**src/rtl/memory_port_arbiter.sv**
```systemverilog
// Two-way arbiter sharing one single-port word memory between fetch and data.
// One transaction in flight; fetch is forced through after a data streak.
module memory_port_arbiter #(
  parameter int READ_LATENCY    = 1,
  parameter int MAX_DATA_STREAK = 4
) (
  input  logic        clk,
  input  logic        rst,
  input  logic        if_req,
  input  logic [29:0] if_addr,
  output logic        if_ack,
  output logic [31:0] if_rdata,
  input  logic        d_req,
  input  logic        d_we,
  input  logic [29:0] d_addr,
  input  logic [31:0] d_wdata,
  output logic        d_ack,
  output logic [31:0] d_rdata,
  output logic [29:0] mem_addr,
  output logic [31:0] mem_wdata,
  output logic        mem_wren,
  output logic        mem_rren,
  output logic        mem_en,
  input  logic [31:0] mem_rdata,
  output logic        busy
);

  typedef enum logic [1:0] {
    S_IDLE,
    S_ISSUE,
    S_WAIT,
    S_ACK
  } state_e;

  localparam logic [3:0] MAXS = 4'(MAX_DATA_STREAK);
  localparam logic [2:0] RLAT = 3'(READ_LATENCY);

  state_e      state_q, state_d;
  logic        own_q, own_d;
  logic        we_q, we_d;
  logic [29:0] addr_q, addr_d;
  logic [31:0] wdata_q, wdata_d;
  logic [3:0]  streak_q, streak_d;
  logic [2:0]  lat_q, lat_d;
  logic [31:0] if_rdata_q, if_rdata_d;
  logic [31:0] d_rdata_q, d_rdata_d;
  logic        pick_d;

  always_comb begin
    state_d    = state_q;
    own_d      = own_q;
    we_d       = we_q;
    addr_d     = addr_q;
    wdata_d    = wdata_q;
    streak_d   = streak_q;
    lat_d      = lat_q;
    if_rdata_d = if_rdata_q;
    d_rdata_d  = d_rdata_q;
    pick_d     = 1'b0;
    mem_en     = 1'b0;
    mem_wren   = 1'b0;
    mem_rren   = 1'b0;
    if_ack     = 1'b0;
    d_ack      = 1'b0;
    unique case (state_q)
      S_IDLE: begin
        if (if_req || d_req) begin
          pick_d  = d_req && (!if_req || streak_q != MAXS);
          own_d   = pick_d;
          we_d    = pick_d && d_we;
          addr_d  = pick_d ? d_addr : if_addr;
          wdata_d = pick_d ? d_wdata : '0;
          // Streak only grows while fetch is actually being held off
          if (pick_d && if_req)
            streak_d = (streak_q == MAXS) ? streak_q
                                          : streak_q + 4'd1;
          else
            streak_d = '0;
          state_d = S_ISSUE;
        end
      end
      S_ISSUE: begin
        mem_en   = 1'b1;
        mem_wren = we_q;
        mem_rren = !we_q;
        if (we_q) begin
          state_d = S_ACK;
        end else begin
          lat_d   = RLAT;
          state_d = S_WAIT;
        end
      end
      S_WAIT: begin
        lat_d = lat_q - 3'd1;
        if (lat_q == 3'd1) begin
          if (own_q) d_rdata_d = mem_rdata;
          else       if_rdata_d = mem_rdata;
          state_d = S_ACK;
        end
      end
      S_ACK: begin
        if_ack  = !own_q;
        d_ack   = own_q;
        state_d = S_IDLE;
      end
      default: state_d = S_IDLE;
    endcase
    // A reset cycle must never let a strobe or ack escape
    if (rst) begin
      mem_en   = 1'b0;
      mem_wren = 1'b0;
      mem_rren = 1'b0;
      if_ack   = 1'b0;
      d_ack    = 1'b0;
    end
  end

  always_ff @(posedge clk) begin
    if (rst) begin
      state_q    <= S_IDLE;
      own_q      <= 1'b0;
      we_q       <= 1'b0;
      addr_q     <= '0;
      wdata_q    <= '0;
      streak_q   <= '0;
      lat_q      <= '0;
      if_rdata_q <= '0;
      d_rdata_q  <= '0;
    end else begin
      state_q    <= state_d;
      own_q      <= own_d;
      we_q       <= we_d;
      addr_q     <= addr_d;
      wdata_q    <= wdata_d;
      streak_q   <= streak_d;
      lat_q      <= lat_d;
      if_rdata_q <= if_rdata_d;
      d_rdata_q  <= d_rdata_d;
    end
  end

  assign mem_addr  = addr_q;
  assign mem_wdata = wdata_q;
  assign if_rdata  = if_rdata_q;
  assign d_rdata   = d_rdata_q;
  assign busy      = (state_q != S_IDLE);

endmodule

```
**config.mk**
```make
export PLATFORM = sky130hd
export DESIGN_NAME = memory_port_arbiter
export DESIGN_NICKNAME = d
export VERILOG_FILES = /design/src/rtl/memory_port_arbiter.sv
export SDC_FILE = /design/constraint.sdc
export NUM_CORES = 1
export LEC_CHECK = 0
export ABC_AREA = 1
export BUFFER_PORTS_ARGS = -buffer_cell sky130_fd_sc_hd__buf_4
export CAP_MARGIN = 20
export CELL_PAD_IN_SITES_DETAIL_PLACEMENT = 0
export CELL_PAD_IN_SITES_GLOBAL_PLACEMENT = 1
export CORE_MARGIN = 2
export CORE_UTILIZATION = 28
export DETAILED_ROUTE_END_ITERATION = 10
export PLACE_DENSITY = 0.72
export RECOVER_POWER = 50
export SLEW_MARGIN = 25
export SYNTH_ARGS = -nofsm -noshare
export SYNTH_HDL_FRONTEND = slang
export SYNTH_SLANG_ARGS = --single-unit
export TNS_END_PERCENT = 1
```
**constraint.sdc**
```tcl
create_clock -name clk -period 1.35 [get_ports clk]
set_input_delay 0.135 -clock clk [delete_from_list [all_inputs] [get_ports clk]]
set_output_delay 0.135 -clock clk [all_outputs]
set_load 0.02 [all_outputs]
```
Yosys cells after proc, flatten, opt, wreduce, memory -nomap -nowiden

Cells that the tools add are included.

Flip-flop bits (word level): 137
Bits of input ports: 129
Output and inout bits: 132
Logic and storage cells: 59

$add $sub $neg: 2
Eq/ne operators: 10
Muxes and demuxes: 20
Bitwise logic cells: 1
Reductions and logical operators: 17

Operators by type and width:

| cell                  | count |
|---|---|
| $mux W32              | 1 |
| $mux W30              | 1 |
| $mux W1               | 11 |
| $reduce_and A3 Y1     | 3 |
| $mux W4               | 2 |
| $ne A2 B2 Y1 const B  | 4 |
| $pmux W2 S4           | 1 |
| $pmux W3 S2           | 1 |
| $reduce_and A2 Y1     | 3 |
| $add A4 B1 Y4 const B | 1 |
| $eq A2 B2 Y1 const B  | 2 |
| $eq A4 B3 Y1 const B  | 1 |
| $mux W2               | 2 |
| $ne A4 B3 Y1 const B  | 1 |
| $reduce_bool A2 Y1    | 2 |
| $eq A3 B1 Y1 const B  | 1 |
| $logic_and A1 B1 Y1   | 3 |
| $logic_not A1 Y1      | 3 |
| $mux W3               | 1 |
| $sub A3 B1 Y3 const B | 1 |
| $eq A2 B1 Y1 const B  | 1 |
| $logic_not A2 Y1      | 1 |
| $logic_or A1 B1 Y1    | 2 |
| $not A1 Y1            | 1 |

Longest topological paths before layout

Gate-level depths: netlist of run 1.

Word-level depth: 6
Gate-level depth with buffers: 11
Depth with buffers taken out: 10

Worst setup path before layout of run 1

OpenSTA, ideal clock, no wires.

Path kind: reg-to-reg
Start point: register state_q[0]
End point: register addr_q[24], in the netlist mem_addr[24]
Setup time: 0.109 ns
Arrival time: 1.355 ns
Required time: 1.241 ns
Slack: -0.114 ns
Stages on the path, launching flop included: 11
Period minus slack after synthesis: 1.464 ns
Path through: dfxtp_1 > inv_1 > ha_1 > o21ai_4 > inv_2 > buf_6 > buf_6 > nor2_1 > nor2_1 > nand2_1 > inv_1

Word-level cells in the longest chain between the ends: 2

RTL lines:

| what                               | line | source |
|---|---|---|
| from (decl)                        | 38   | `state_e state_q, state_d;` |
| from (signal assigned)             | 130  | `state_q <= state_d;` |
| $logic_not A2 Y1                   | 65   | `unique case (state_q)` |
| $reduce_and A2 Y1 (no source line) | --   |  |
| to (signal assigned)               | 133  | `addr_q <= addr_d;` |
| to (decl)                          | 41   | `logic [29:0] addr_q, addr_d;` |

Every way passes these cells.
A chain may end at the register's enable or synchronous reset.

Final worst setup path of run 1

Start point: register state_q[1]
End point: output mem_wren

Word-level cells in the longest chain between the ends: 3

RTL lines:

| what         | line | source |
|---|---|---|
| $eq A2 B1 Y1 | 65   |  |
| $mux W1      | 65   |  |
| $mux W1      | 109  | `if (rst) begin` |
| to (decl)    | 21   | `output logic mem_wren,` |

Every way passes these cells.

==> results of run 1 <==
==> critical path, cell delays in order, from the launching register on <==
cell and delay (ns):
sky130_fd_sc_hd__dfxtp_2 0.34, sky130_fd_sc_hd__inv_4 0.08, sky130_fd_sc_hd__ha_4 0.15, sky130_fd_sc_hd__nand2_2 0.07, sky130_fd_sc_hd__buf_4 0.15, sky130_fd_sc_hd__nor2_4 0.07
sky130_fd_sc_hd__buf_6 0.12
==> kinds of logic (layout without fill, tap and decap cells) <==
| logic type | count (synthesis) | after routing | synth area share |
|---|---|---|---|
| AND/OR/NAND/NOR | 259 | 259 | 0.1981 |
| buffers and inverters | 194 | 561 | 0.1350 |
| AO/OA/AOI/OAI | 173 | 173 | 0.1568 |
| flip-flops | 137 | 137 | 0.4891 |
| adder cells (fa/ha/maj) | 8 | 8 | 0.01785 |
| XOR/XNOR | 2 | 2 | 0.003124 |
==> layout by cell type, fill, tap and decap left out, types with 2 or more instances in the layout <==
cell type                       Yosys  routed
sky130_fd_sc_hd__buf_4              0     214
sky130_fd_sc_hd__inv_1            143     137
sky130_fd_sc_hd__dfxtp_1          137     133
sky130_fd_sc_hd__nand3_1           98      97
sky130_fd_sc_hd__dlygate4sd3_1      0      87
sky130_fd_sc_hd__nand2_1           83      76
sky130_fd_sc_hd__nor2_1            71      70
sky130_fd_sc_hd__a21oi_1           69      69
sky130_fd_sc_hd__clkbuf_1          34      69
sky130_fd_sc_hd__o21ai_1            1      56
sky130_fd_sc_hd__o21ai_0          101      44
sky130_fd_sc_hd__clkbuf_16          0      17
sky130_fd_sc_hd__buf_12             0      10
sky130_fd_sc_hd__nand2_2            1       8
sky130_fd_sc_hd__inv_8              0       6
sky130_fd_sc_hd__ha_1               8       5
sky130_fd_sc_hd__inv_2              1       4
sky130_fd_sc_hd__buf_6              2       4
sky130_fd_sc_hd__inv_4              0       3
sky130_fd_sc_hd__clkinvlp_4         0       3
sky130_fd_sc_hd__dfxtp_2            0       3
sky130_fd_sc_hd__nor3_2             0       2
sky130_fd_sc_hd__nand4_1            2       2
sky130_fd_sc_hd__xor2_1             2       2
sky130_fd_sc_hd__o21ai_2            0       2
sky130_fd_sc_hd__ha_4               0       2
sky130_fd_sc_hd__bufinv_16          0       2
sky130_fd_sc_hd__inv_6              0       2
==> stage by stage <==
step	hold WS, ns	cells	util	TNS (ns)	cell area, sq um
2_1_floorplan	0.2819	773	-	-0.5278	5634
3_3_place_gp	0.3904	1284	0.4119	-1.268	8069
3_5_place_dp	0.4005	1284	0.4119	-4.165	8069
4_1_cts	0.0005657	1405	0.4911	-6.808	9620
5_1_grt	0.007803	1405	0.4811	-12.45	9424
6_report	0.002114	1405	0.4811	-2.772	9424
==> flip-flops by register name (all words and copies together) (netlist names) <==
register / flops
d_rdata: 32
mem_addr: 30
mem_wdata: 32
streak_q: 4
we_q: 1
own_q: 1
lat_q: 3
state_q: 2
if_rdata: 32
==> routing by layer <==
metal  global-route usage  wire length, microns
met5                    0                     0
met4              0.05539                   303
met3              0.04984                  1067
met2               0.2751                  8325
met1               0.2031                  8046
==> repair_timing <==
item,CTS,global route
endpoints found under the setup margin,108,141
gates resized for setup,31,64
setup buffers,2,0
pin swaps,1,4
hold buffers,87,0
hold endpoints to repair,104,0
==> cell usage after synthesis, drive strengths merged <==
| cell type | instances |
|---|---|
| nor2 | 71 |
| dfxtp | 137 |
| nand4 | 2 |
| xor2 | 2 |
| o211ai | 1 |
| nand3b | 1 |
| ha | 8 |
| nor3 | 2 |
| nand2 | 84 |
| or2 | 1 |
| clkbuf | 34 |
| o21ai | 103 |
| a21oi | 69 |
| buf | 16 |
| inv | 144 |
| nand3 | 98 |
==> worst paths after layout <==
kind | end | slack [ns]
worst max-delay path | mem_wren | -0.18
worst min-delay path | if_rdata[6] | 0.002
worst max register to register | d_rdata[27] | -0.11
worst min register to register | d_rdata[29] | 0.44
==> layout make-up <==
cell class | instances | area, sq um
fill | 1995 | 10170
timing repair buffer | 385 | 2997
sequential | 137 | 2750
multi-input combinational | 442 | 2191
inverter | 144 | 548.0
clock buffer | 17 | 425.4
tap | 265 | 331.6
clock inverter | 15 | 181.4
==> power groups by stage <==
stage               registers (mW)  clock network, mW  logic [mW]
floorplan                     6.00                  0        2.30
global placement              5.25                  0        5.45
detailed placement            5.27                  0        5.47
CTS                           5.21               4.97        5.90
global route                  5.30               5.16        6.27
finish                        5.20               4.82        5.68
==> impl_metrics.ini, run 1 <==
[outcome]
run_status = complete, but fails checks
failing_checks = setup timing

[clocking]
clock-root-buffer = sky130_fd_sc_hd__clkbuf_16
numClockSinks = 137
clk_latency_ns = 0.42
clock_tree_from_tritoncts = yes
cts-htree-levels = 4
cts-buffers-inserted = 17
clock_tree.buffer_depth = 2
clkSlewWorstSetupHoldPaths_ns = 0.06

[yosys]
synthTopCellsByArea = sky130_fd_sc_hd__dfxtp_1 49%, sky130_fd_sc_hd__inv_1 9.6%, sky130_fd_sc_hd__o21ai_0 9.0%
synthesis.instances = 773
yosysSeqAreaShare = 0.4891
ys_seq_elements = 137
yosys.cell_types.count = 22
yosysTopAreaCell = sky130_fd_sc_hd__dfxtp_1
post-synth-top-area-fraction = 0.4891
netlist_area_sq_um = 5608
synth.net_count = 910
synth-warning-count = 0
synthesis.area_per_instance_sq_um = 7.255

[power_and_ir_drop]
switchingPower_mw = 5.650
clkPwrFrac = 0.307
internal_portion_of_total_power_mw = 10.05
switching_share = 0.3598
power.static_leakage_nw = 4.313
powerDensity_nw_per_um2 = 1666
combPwrFrac = 0.362
ir_drop_worst_vdd_v = 0.0008520
sequentialPowerShare = 0.331
p_total_mw = 15.70

[worst_hold_path]
worstHoldPathCells = 3
min_from = mem_rdata[6]
worst_hold_path_type = input pin to register

[grt]
global_route_wire_length_before_repair_mm = 28.54
via_count_of_the_first_global_routing_pass = 5637
grt_use_total = 0.1648
grt_start_max_net_pins = 62
antenna_found_initial = 0
globalRouteOverflowTotal = 0

[detailed_routing]
avgViaCountPerCell = 4.224
vias = 5935
detail_route.iter0.violations = 193
wire_per_inst_microns = 12.63
detail_route.first_pass.iterations = 4
drt-total-wl_mm = 17.74
ant_nets = 0
drt_drc_violations_left = 0

[floorplan]
initial_core_util = 0.2863
floorplan.die.width_microns = 145.5
die-area_sq_um = 21180
design.portCount = 261
placement_rows = 51
die-height_microns = 145.5
coreArea_sq_um = 19590

[placed_design]
place_ws_ns = -0.09920
routabilityCongestion = 0.7503
io_buffer_count = 260
dp.final_hpwl_mm = 12.08

[flow_run]
cap_viol_max_count = 0

[final_layout]
antenna_cells_inserted = 0
nNetsFinal = 1264
syn_to_final_growth_pct = 68.05
drive_above_1_share = 0.2553

[critical_path]
critPathCaptureType = output pin
regToRegStartpoint = state_q[0]
worst-r2r-cell-count = 6
critPathMaxFanout = 4
timing.critical_path.required_ns = 1.22
critPathArrivalTime_ns = 1.40
worstSetupStartpointType = register
worstSetupStartpoint = state_q[1]
worstSetupPathType = register to output pin

[sta]
final_max_slew_viol_count = 0
post_route_fraction_of_the_period_consumed_by_the_critical_path = 1.134
relSlewSlack = 0.7721
grt_setup_unrepaired = yes
layout_setup_ws_ns = -0.1816
clock.fmax_mhz = 652.9
clock_tree_skew_after_final_layout_ns = 0.008697
min_period_ns = 1.532
worst_slew_pin_slew_ns = 0.3419
hold_viol = 0
timing.final.setup_violations = 42
(Power assumes the default switching activity.)
==> run 2: changes to the inputs <==
--- a/config.mk
+++ b/config.mk
@@ -15,6 +15,7 @@
 export DETAILED_ROUTE_END_ITERATION = 10
 export PLACE_DENSITY = 0.72
 export RECOVER_POWER = 50
+export REMOVE_ABC_BUFFERS = 1
 export SLEW_MARGIN = 25
 export SYNTH_ARGS = -nofsm -noshare
 export SYNTH_HDL_FRONTEND = slang
==> impl_metrics.ini, run 2 (same netlist as run 1, synthesis figures left out) <==
[detailed_routing]
drt_drc_violations_left = 0
detail_route.iter0.violations = 270
detail_route.first_pass.iterations = 4
avgViaCountPerCell = 4.314
drt-total-wl_mm = 18.48
ant_nets = 0
wire_per_inst_microns = 13.08
vias = 6096

[final_layout]
nNetsFinal = 1272
drive_above_1_share = 0.2596
layout.filler_cells = 1994
multi_input_comb_area_sq_um = 2207
most-common-layout-cells = 216 x sky130_fd_sc_hd__buf_4, 136 x sky130_fd_sc_hd__inv_1, 133 x sky130_fd_sc_hd__dfxtp_1
layout.cells.non_filler = 1413
layout.cells.most_common = sky130_fd_sc_hd__buf_4
syn_to_final_growth_pct = 69.70
antenna_cells_inserted = 0
seq_area_sq_um = 2750

[grt]
global_route_wire_length_before_repair_mm = 29.68
via_count_of_the_first_global_routing_pass = 5905
grt_use_total = 0.1727
grt_start_max_net_pins = 55
globalRouteOverflowTotal = 0
antenna_found_initial = 0

[clocking]
clkSlewWorstSetupHoldPaths_ns = 0.06
cts-buffers-inserted = 17
clock_tree.buffer_depth = 2
clock_tree_from_tritoncts = yes
clock-root-buffer = sky130_fd_sc_hd__clkbuf_16
cts-htree-levels = 4
numClockSinks = 137
clk_latency_ns = 0.43

[sta]
timing.hold.ws_ns = 0.03879
min_period_ns = 1.548
layout_setup_ws_ns = -0.1983
grt_setup_unrepaired = yes
final_max_slew_viol_count = 0
post_route_fraction_of_the_period_consumed_by_the_critical_path = 1.147
timing.final.setup_violations = 41
worst_slew_pin_slew_ns = 0.4344
clock_tree_skew_after_final_layout_ns = 0.009970
hold_viol = 0
relSlewSlack = 0.7074
clock.fmax_mhz = 645.9
fin_setup_tns_ns = -1.788

[floorplan]
coreArea_sq_um = 19590
die-area_sq_um = 21180
placement_rows = 51
initial_core_util = 0.2863
die-height_microns = 145.5
floorplan.die.width_microns = 145.5
design.portCount = 261

[critical_path]
cp_cell_sequence = buf_6 -> ha_4 -> nand2_4 -> buf_6 -> nor2_4 -> buf_6
worstSetupStartpointType = register
critPathSlowestCell = sky130_fd_sc_hd__dfxtp_2
crit_family = buffers and inverters
worstSetupStartpoint = state_q[0]
critical-path-max-stage-delay_ns = 0.33
cp_common_cell = sky130_fd_sc_hd__buf_6
timing.critical_path.buf_inv = 3
regToRegStartpoint = state_q[0]
worst_reg2reg_setup_slack_ns = -0.06
worstSetupPathType = register to output pin
critPathCaptureType = output pin
critPathArrivalTime_ns = 1.41
timing.critical_path.required_ns = 1.22
critPathMaxFanout = 3

[power_and_ir_drop]
power.static_leakage_nw = 4.387
clkPwrFrac = 0.304
p_total_mw = 15.65
powerDensity_nw_per_um2 = 1645
switchingPower_mw = 5.767
switching_share = 0.3685
ir_drop_worst_vdd_v = 0.0009602
combPwrFrac = 0.363
sequentialPowerShare = 0.333
internal_portion_of_total_power_mw = 9.884

[placed_design]
io_buffer_count = 260
place_inst = 1281
routabilityCongestion = 0.7622
place_ws_ns = -0.1584
dp.final_hpwl_mm = 12.37

[worst_hold_path]
worst_hold_path_type = input pin to register
min_from = d_addr[0]

[flow_run]
cap_viol_max_count = 0

[outcome]
failing_checks = setup timing
run_status = complete, but fails checks
## run 2: changes by cell type in the layout (fill, tap and decap cells not counted), sizes merged
cell,previous run,this run
dlygate4sd3,87,95
clkbuf,86,83
buf,229,232
bufinv,2,1
inv,152,156
clkinv,2,1
clkinvlp,3,1
## run 2: worst paths after layout
path                 endpoint  depth (start not counted)
setup / recovery     mem_wren                          6
hold / removal    mem_addr[0]                          5
setup reg to reg   d_rdata[6]                          6
hold reg to reg   d_rdata[26]                          2
## run 2: layout make-up
cell class                      count  area share
Timing Repair Buffer              393      0.3245
Sequential cell                   137      0.2890
Multi-Input combinational cell    442      0.2319
Inverter                          144     0.05706
Clock buffer                       17     0.04470
Tap cell                          265     0.03484
Clock inverter                     15     0.01801
## run 2: power by group through the flow
stage | clock network (mW) | logic [mW] | registers, mW
2_1_floorplan | 0 | 2.05 | 6.00
3_3_place_gp | 0 | 5.44 | 5.24
3_5_place_dp | 0 | 5.45 | 5.26
4_1_cts | 4.90 | 5.85 | 5.19
5_1_grt | 5.08 | 6.31 | 5.30
6_report | 4.76 | 5.68 | 5.21
## run 2: repair_timing
item	4_1_cts	5_1_grt
pin swaps	5	6
hold buffers	95	0
hold endpoints to repair	123	0
resized for setup	45	47
buffers inserted	2	3
endpoints found under the setup margin	109	140
## run 2: metal layers
| layer | vias up | track usage | wire (microns) |
|---|---|---|---|
| met2 | 202 | 0.2945 | 8768 |
| met4 | 0 | 0.05735 | 345 |
| met1 | 2707 | 0.2053 | 8140 |
| met3 | 24 | 0.05643 | 1221 |
| met5 | - | 0 | 0 |
| li1 | 3163 | - | - |
## run 2: worst register-to-register path: cells and delay by family (launching register included)
family                     cells  cell delay [ns]
adders and majority gates      1             0.17
DFF                            1             0.32
AOI/OAI and AO/OA              2             0.25
buffers and inverters          2             0.38
and+or+nand+nor                1             0.18
## run 2: metrics by stage
| stage | util | cell area [sq um] |
|---|---|---|
| floorplan | - | 5391 |
| global placement | 0.4111 | 8053 |
| detailed placement | 0.4111 | 8053 |
| CTS | 0.4934 | 9666 |
| global route | 0.4858 | 9517 |
| finish | 0.4858 | 9517 |
==> run 3: changes to the inputs <==
==> constraint.sdc (replaced) <==
create_clock -name clk -period 1.35 [get_ports clk]
set_input_delay 0.135 -clock clk [delete_from_list [all_inputs] [get_ports clk]]
set_output_delay 0.135 -clock clk [all_outputs]
set_load 0.005 [all_outputs]
==> impl_metrics.ini, run 3 (same netlist as run 1, synthesis figures left out) <==
[critical_path]
worstSetupStartpointType = register
worst_reg2reg_setup_slack_ns = -0.13
critPathCaptureType = output pin
critPathSlowestCell = sky130_fd_sc_hd__dfxtp_4
regToRegStartpoint = state_q[0]
timing.critical_path.required_ns = 1.22
critical-path-max-stage-delay_ns = 0.36
worst-r2r-cell-count = 6
worstSetupPathType = register to output pin
cp_cell_sequence = inv_6 -> ha_4 -> buf_6 -> inv_4 -> nor3_4 -> buf_6
critical_path.reg2reg.endpoint = d_rdata[24]
critPathArrivalTime_ns = 1.40
critPathMaxFanout = 4
cp_common_cell = sky130_fd_sc_hd__buf_6

[detailed_routing]
drt_drc_violations_left = 0
wire_per_inst_microns = 12.89
drt-total-wl_mm = 18.14
detail_route.iter0.violations = 235
detail_route.first_pass.iterations = 4
avgViaCountPerCell = 4.311
vias = 6065
ant_nets = 0

[outcome]
failing_checks = setup timing
run_status = complete, but fails checks

[worst_hold_path]
worstHoldPathCells = 5
min_from = if_addr[29]
worst_hold_path_type = input pin to register
hold_end = mem_addr[29]

[grt]
grt_start_max_net_pins = 82
globalRouteOverflowTotal = 0
antenna_found_initial = 1
grt_use_total = 0.1702
via_count_of_the_first_global_routing_pass = 5866
global_route_wire_length_before_repair_mm = 29.44

[sta]
post_route_fraction_of_the_period_consumed_by_the_critical_path = 1.139
grt_setup_unrepaired = yes
worst_slew_pin_slew_ns = 0.4652
min_period_ns = 1.537
relSlewSlack = 0.6866
hold_viol = 0
timing.final.setup_violations = 83
timing.hold.ws_ns = 0.01780
clock.fmax_mhz = 650.4
final_max_slew_viol_count = 0
clock_tree_skew_after_final_layout_ns = 0.009923
layout_setup_ws_ns = -0.1874

[floorplan]
die-area_sq_um = 21180
floorplan.die.width_microns = 145.5
coreArea_sq_um = 19590
design.portCount = 261
die-height_microns = 145.5
initial_core_util = 0.2863
placement_rows = 51

[clocking]
cts-htree-levels = 4
clkSlewWorstSetupHoldPaths_ns = 0.06
clk_latency_ns = 0.43
numClockSinks = 137
cts-buffers-inserted = 17
clock_tree_from_tritoncts = yes
clock_tree.buffer_depth = 2
clock-root-buffer = sky130_fd_sc_hd__clkbuf_16

[final_layout]
drive_above_1_share = 0.2927
nNetsFinal = 1265
layout.filler_cells = 1924
layout.cells.non_filler = 1407
syn_to_final_growth_pct = 71.87
utilization_of_the_core_after_routing = 0.4920
layout.cells.most_common = sky130_fd_sc_hd__buf_4
most-common-layout-cells = 212 x sky130_fd_sc_hd__buf_4, 138 x sky130_fd_sc_hd__inv_1, 133 x sky130_fd_sc_hd__dfxtp_1
design_area_sq_um = 9638

[placed_design]
placed_area_sq_um = 8045
place_ws_ns = -0.1703
dp.final_hpwl_mm = 12.38
io_buffer_count = 260
routabilityCongestion = 0.7647
place_inst = 1280

[power_and_ir_drop]
switchingPower_mw = 4.891
ir_drop_worst_vdd_v = 0.0009684
combPwrFrac = 0.331
power.static_leakage_nw = 4.510
sequentialPowerShare = 0.347
internal_portion_of_total_power_mw = 10.12
switching_share = 0.3258
powerDensity_nw_per_um2 = 1557
clkPwrFrac = 0.322

[flow_run]
cap_viol_max_count = 0
## run 3: worst max-delay path, delay by kind of cell (launching register included)
family        cells  cell delay (ns)
flops             1             0.36
simple gates      1             0.12
fa+ha+maj         1             0.16
buf+inv           4             0.32
## run 3: through the flow
step | TNS, ns | total power [mW]
2_1_floorplan | -136.79 | 7.296
3_3_place_gp | -7.243 | 9.892
3_5_place_dp | -9.421 | 9.929
4_1_cts | -3.271 | 15.22
5_1_grt | -16.09 | 16.07
6_report | -3.483 | 15.01
## run 3: timing repair
| item | CTS | global route |
|---|---|---|
| pin swaps | 4 | 3 |
| setup buffers | 1 | 0 |
| endpoints found under the setup margin | 110 | 140 |
| resized for setup | 50 | 33 |
| hold buffers | 93 | 0 |
| hold endpoints to repair | 117 | 0 |
## run 3: worst max path at each step
| stage | startpoint | endpoint | cells after the start |
|---|---|---|---|
| floorplan | rst | mem_wdata[0] | 3 |
| global placement | streak_q[0] | mem_wdata[19] | 8 |
| detailed placement | streak_q[0] | mem_wdata[14] | 8 |
| CTS | state_q[0] | mem_rren | 6 |
| global route | state_q[1] | mem_rren | 6 |
| finish | state_q[1] | mem_rren | 6 |
## run 3: metal layers
layer / wire length (microns) / share of wire / vias up / global-route usage
li1: - / - / 3148 / -
met1: 7927 / 0.44 / 2693 / 0.2097
met2: 8427 / 0.46 / 194 / 0.2758
met3: 1304 / 0.072 / 30 / 0.05517
met4: 482 / 0.027 / 0 / 0.06863
met5: 0 / 0 / - / 0
## run 3: power groups by stage
stage	clock, mW	combinational, mW	sequential (mW)
finish	4.83	4.97	5.21
global route	5.16	5.60	5.30
CTS	4.98	5.04	5.20
detailed placement	0	4.67	5.26
global placement	0	4.65	5.24
floorplan	0	2.01	5.29
## run 3: area by class of cell
class | count | area [sq um] | share of cell area
Antenna cell | 1 | 2.502 | 0.0002596
Clock buffer | 17 | 425.4 | 0.04414
Clock inverter | 15 | 182.7 | 0.01895
Inverter | 144 | 548.0 | 0.05686
Multi-Input combinational cell | 442 | 2198 | 0.2281
Sequential cell | 137 | 2750 | 0.2853
Tap cell | 265 | 331.6 | 0.03440
Timing Repair Buffer | 386 | 3199 | 0.3319
